<file path="config.mk">
export PLATFORM = sky130hd
export DESIGN_NAME = multi_bit_syn_filt
export DESIGN_NICKNAME = d
export VERILOG_FILES = /design/src/rtl/multi_bit_syn_filt.sv
export SDC_FILE = /design/constraint.sdc
export NUM_CORES = 1
export LEC_CHECK = 0
export BUFFER_PORTS_ARGS = -buffer_cell sky130_fd_sc_hd__buf_2
export CORE_ASPECT_RATIO = 1.2
export CORE_UTILIZATION = 40
export CTS_CLUSTER_SIZE = 24
export DETAILED_ROUTE_END_ITERATION = 10
export SYNTH_ARGS = -nofsm -noshare
export SYNTH_HDL_FRONTEND = slang
export SYNTH_SLANG_ARGS = --single-unit
</file>
<file path="constraint.sdc">
create_clock -name CLK -period 1.3 [get_ports CLK]
set_clock_uncertainty 0.2 [all_clocks]
set_input_delay 0.195 -clock CLK [delete_from_list [all_inputs] [get_ports CLK]]
set_output_delay 0.195 -clock CLK [all_outputs]
set_load 0.02 [all_outputs]
</file>
<file path="src/rtl/multi_bit_syn_filt.sv">
// rtl/multi_bit_syn_filt.sv - bank of independent multi-flop synchronizers with per-bit glitch filter
// and registered rise/fall/any-change pulses.

module multi_bit_syn_filt #(
  parameter int                   BUS_WIDTH  = 4,
  parameter int                   NUM_STAGES = 2,
  parameter int                   FILT_CNT   = 3,
  parameter logic [BUS_WIDTH-1:0] RST_VAL    = {BUS_WIDTH{1'b0}}
) (
  input  logic                 CLK,
  input  logic                 RST,
  input  logic [BUS_WIDTH-1:0] ASYNC,
  output logic [BUS_WIDTH-1:0] SYNC,
  output logic [BUS_WIDTH-1:0] RISE,
  output logic [BUS_WIDTH-1:0] FALL,
  output logic                 CHG
);

  localparam int               CNT_W    = $clog2(FILT_CNT + 1);
  localparam logic [CNT_W-1:0] CNT_LAST = CNT_W'(FILT_CNT - 1);

  logic [BUS_WIDTH-1:0] r_chain [NUM_STAGES];
  logic [CNT_W-1:0]     r_cnt   [BUS_WIDTH];
  logic [BUS_WIDTH-1:0] r_sync;
  logic [BUS_WIDTH-1:0] r_rise;
  logic [BUS_WIDTH-1:0] r_fall;
  logic                 r_chg;

  logic [BUS_WIDTH-1:0] w_s;
  logic [BUS_WIDTH-1:0] w_diff;
  logic [BUS_WIDTH-1:0] w_upd;

  // Plain flop chain: stage 0 is the only capture point for the asynchronous input.
  always_ff @(posedge CLK) begin
    if (!RST) begin
      for (int k = 0; k < NUM_STAGES; k++) begin
        r_chain[k] <= RST_VAL;
      end
    end else begin
      r_chain[0] <= ASYNC;
      for (int k = 1; k < NUM_STAGES; k++) begin
        r_chain[k] <= r_chain[k-1];
      end
    end
  end

  assign w_s    = r_chain[NUM_STAGES-1];
  assign w_diff = w_s ^ r_sync;

  always_comb begin
    w_upd = '0;
    for (int i = 0; i < BUS_WIDTH; i++) begin
      w_upd[i] = w_diff[i] && (r_cnt[i] == CNT_LAST);
    end
  end

  // The counter only advances while the synced level disagrees with SYNC, so any return clears it.
  always_ff @(posedge CLK) begin
    if (!RST) begin
      for (int i = 0; i < BUS_WIDTH; i++) begin
        r_cnt[i] <= '0;
      end
      r_sync <= RST_VAL;
      r_rise <= '0;
      r_fall <= '0;
      r_chg  <= 1'b0;
    end else begin
      for (int i = 0; i < BUS_WIDTH; i++) begin
        if (!w_diff[i] || w_upd[i]) begin
          r_cnt[i] <= '0;
        end else begin
          r_cnt[i] <= r_cnt[i] + CNT_W'(1);
        end
      end
      r_sync <= r_sync ^ w_upd;
      r_rise <= w_upd & w_s;
      r_fall <= w_upd & ~w_s;
      r_chg  <= |w_upd;
    end
  end

  assign SYNC = r_sync;
  assign RISE = r_rise;
  assign FALL = r_fall;
  assign CHG  = r_chg;

endmodule
</file>
# --- Word level (Yosys, flattened, before mapping) ---
# Memories as Yosys holds them, arrays and structs flattened.
# Cells that the tools add are included.
totals:
  register_bits: 13
  mem_bits_rw: 16
  out_inout_bits: 13
  memories: 2
mem_list:
  columns: ["memory", "words", "word_bits", "read_ports", "rd_clocked_by_memory_dff", "write_ports", "line", "source"]
  rows:
  - ["r_chain", 2, 4, 2, 0, 2, "22", "logic [BUS_WIDTH-1:0] r_chain [NUM_STAGES];"]
  - ["r_cnt", 4, 2, 4, 0, 4, "23", "logic [CNT_W-1:0] r_cnt [BUS_WIDTH];"]
classes:
  addsub: 4
  n_eq_ne: 4
  muxes: 36
  n_bitwise: 15
  n_reduce_logical: 13
ops:
  columns: ["operator", "n"]
  rows:
  - ["2-to-1 mux 1 bit", 26]
  - ["2-to-1 mux 2 bit", 8]
  - ["bitwise OR 1 bit", 10]
  - ["adder 2 x 1 -> 2 bit (second input constant)", 4]
  - ["bitwise AND 4 bit", 2]
  - ["== test 2 bit (second input constant)", 4]
  - ["2-to-1 mux 4 bit", 2]
  - ["XOR 4 bit", 2]
  - ["logical AND 1 bit", 4]
  - ["zero test 1 bit", 4]
  - ["logical OR 1 bit", 4]
  - ["inverter 4 bit", 1]
  - ["OR reduction 4 bit", 1]

# --- Depth between registers and ports, before layout ---
depth:
  ltp_word: 8
  ltp_mapped: 4

# --- Worst setup path after synthesis ---
# No wires, ideal clock.
synth_timing:
  path_kind: "register to register"
  start: "memory r_cnt[1][0] (netlist name)"
  end: "memory r_cnt[1][0] (netlist name) (data pin)"
  setup_ns: 0.252
  arrival_time_ns: 0.782
  required_time_ns: 0.848
  slack_ns: 0.065
  path_stages_with_launch: 5
  n_path_buf: 0
  synth_period_minus_slack_ns: 1.235
  cell_sequence: "edfxtp_1 -> inv_1 -> ha_1 -> nand3b_1 -> nor2_1"
synth_lines:
  columns: ["element", "line"]
  rows:
  - ["start, declared", "23"]

==> impl_metrics.ini <==
[pwr]
worst_ir_drop_vdd_uv = 774
p_leak_nw = 0.589
powerDensity_mw_per_mm2 = 1190

[floorplan]
fp.coreArea_mm2 = 0.00238
rows = 19
dieHeight_um = 58.0
die_w_um = 48.7
io_pins = 19
dieArea_mm2 = 0.00282
start_util_pct = 44.0

[worst_setup_path]
critical_path_class = flop to flop
slowest_delay_ns = 0.41
cp_slowest_cell = edfxtp_1
required_ns = 1.17
critPathLaunchType = flop
critPathArrivalTime_ns = 1.13
worst-path-max-fanout = 4
end_kind = flop
path_cells = inv_2 -> ha_4 -> nand3b_1 -> nor2_1

[clocking]
cts_tree = built
cts.sinks = 29
insertion_delay_ns = 0.32
htreeDepth = 2
clockBufferDepth = 2
cts_buffers = 5
cts.reportedPaths.clkPinSlew_ns = 0.10
clockRootBuffer = clkbuf_4

[cells_and_area]
nets = 133
n_fill_cell = 229
area_delta_synth_final_pct = 31.0
final_util_pct = 57.6
antenna_cells = 0
drive_gt1_share_pct = 31.5

[placed_design]
gp_congestion = 0.754
pre_cts_slack_ns = -0.0298
portBuffers = 18
place_hpwl_um = 978

[synth]
ys_warn_count = 0
synth.area.top_cells = dfxtp_1 40%, edfxtp_1 23%, nor3b_1 5.7%
synth_top_area_cell = dfxtp_1
synth_top_area_share_pct = 40.2
syn-instance-count = 87
synth_seq_cells = 29
syn_area_mm2 = 0.00105
seq_area_frac_synth_pct = 63.2
syn_avg_cell_area_um2 = 12.0
synth.distinct_cells = 17

[drt]
drc = 0
post_drt_via_cell_ratio = 4.35
routedWlPerCell_um = 10.1
ant_nets = 0
first_pass_iters = 2
num_vias = 675
drt-total-wl_mm = 1.56
drt_iter0_markers = 3

[global_routing]
antenna_found_initial = 0
gr-usage-all-layers_pct = 13.1
grt_pass1_wl_mm = 2.60
gr-total-overflow = 0
grt_pass1_vias = 661
grt_max_degree = 22

[flow_run]
drv_cap = 0

[timing]
fin_crit_sh_pct = 97.0
setup_ws_ns = 0.0385
finalHoldViolations = 0
slew_viol_final = 0
setup_tns_ns = 0
setup_viol = 0
rsz0062_at_grt = yes
period_minus_slack_ns = 1.26
fmax_ghz = 0.793

[run_status]
status = finished, final reports clean

[min_path]
holdCritPathClass = input pin to flop
worst paths after layout:
| path | startpoint | to | slack (ns) | depth (start not counted) |
|---|---|---|---|---|
| setup reg to reg | r_cnt[0][0] | r_cnt[0][0] | 0.04 | 4 |
| hold / removal | RST | flop | 0.08 | 2 |
| setup / recovery | r_cnt[0][0] | r_cnt[0][0] | 0.04 | 4 |
| hold reg to reg | r_chain[0][2] | r_chain[0][6] | 0.22 | 1 |
power by group:
part	switching (W)	leakage [nW]	internal (W)	total, W
clock network	0.000292	0.0357	0.000254	0.000546
registers	0.0000176	0.256	0.000954	0.000971
logic	0.0000501	0.298	0.0000572	0.000107
total	0.000359	0.589	0.00127	0.00162
final cells by class:
| class | count | area [µm²] | share of cell area [%] |
|---|---|---|---|
| Clock buffer | 6 | 51.3 | 3.74 |
| Clock inverter | 2 | 8.76 | 0.639 |
| Inverter | 4 | 15.0 | 1.10 |
| Multi-Input combinational cell | 59 | 438 | 32.0 |
| Sequential cell | 29 | 668 | 48.8 |
| Tap cell | 31 | 38.8 | 2.83 |
| Timing Repair Buffer | 24 | 150 | 11.0 |
through the flow:
step | cells | total power, W | cell area, µm² | hold slack (ns)
CTS | 154 | 0.00163 | 1320 | 0.0724
global placement | 141 | 0.00107 | 1190 | 0.204
finish | 155 | 0.00162 | 1370 | 0.0820
global route | 155 | 0.00172 | 1370 | 0.0844
detailed placement | 141 | 0.00107 | 1190 | 0.206
floorplan | 94 | 0.00105 | 1070 | 0.122
layout by cell type, fill, tap and decap left out, types with 2 or more instances in the layout:
cell           netlist  layout
a22oi_1              2       2
and2_1               8       8
buf_2                1      16
buf_4                0       4
clkbuf_4             0       5
conb_1               1       8
dfxtp_1             21      17
dfxtp_2              0       3
dlygate4sd3_1        0       4
edfxtp_1             8       8
ha_4                 0       4
inv_2                0       4
mux2i_1              4       4
nand2_1              4       4
nand3b_1             4       4
nor2_1               8       8
nor2b_1              4       4
nor3b_1              8       8
xor2_1               4       4
cells in the mapped netlist:
master,count
inv_1,4
clkbuf_1,1
xor2_1,4
nand2_1,4
a21boi_1,1
edfxtp_1,8
mux2i_1,4
nor3b_1,8
nand3b_1,4
nor2b_1,4
a22oi_1,2
conb_1,1
nor2_1,8
dfxtp_1,21
ha_1,4
buf_2,1
and2_1,8
routing by layer:
metal / share of wire [%] / track usage, % / vias to the layer above
met4: 2.6 / 11.3 / 0
met5: 0 / 0 / -
met3: 4.8 / 5.51 / 6
met1: 45 / 12.9 / 303
li1: - / - / 351
met2: 48 / 21.2 / 15
critical path: cells and delay by family (launching register included):
| kind | cells | cell delay [ns] |
|---|---|---|
| flops | 1 | 0.41 |
| simple gates | 2 | 0.17 |
| fa+ha+maj | 1 | 0.15 |
| buf+inv | 1 | 0.09 |
cells by family after synthesis:
logic type / count (synthesis) / synth area share, %
flops: 29 / 63.2
buf+inv: 6 / 2.27
fa+ha+maj: 4 / 4.78
mux: 4 / 3.83
other cells: 1 / 0.359
xor+xnor: 4 / 3.35
compound gates: 3 / 2.15
simple gates: 36 / 20.1
repair_timing:
| item | CTS | global route |
|---|---|---|
| setup buffers | 1 | 1 |
| resized for setup | 8 | 11 |
| pin swaps | 0 | 3 |
| endpoints found under the hold margin | 4 | 0 |
| endpoints found under the setup margin | 11 | 17 |
| hold buffers | 4 | 0 |
No activity file was read; power rests on OpenSTA's default activity.
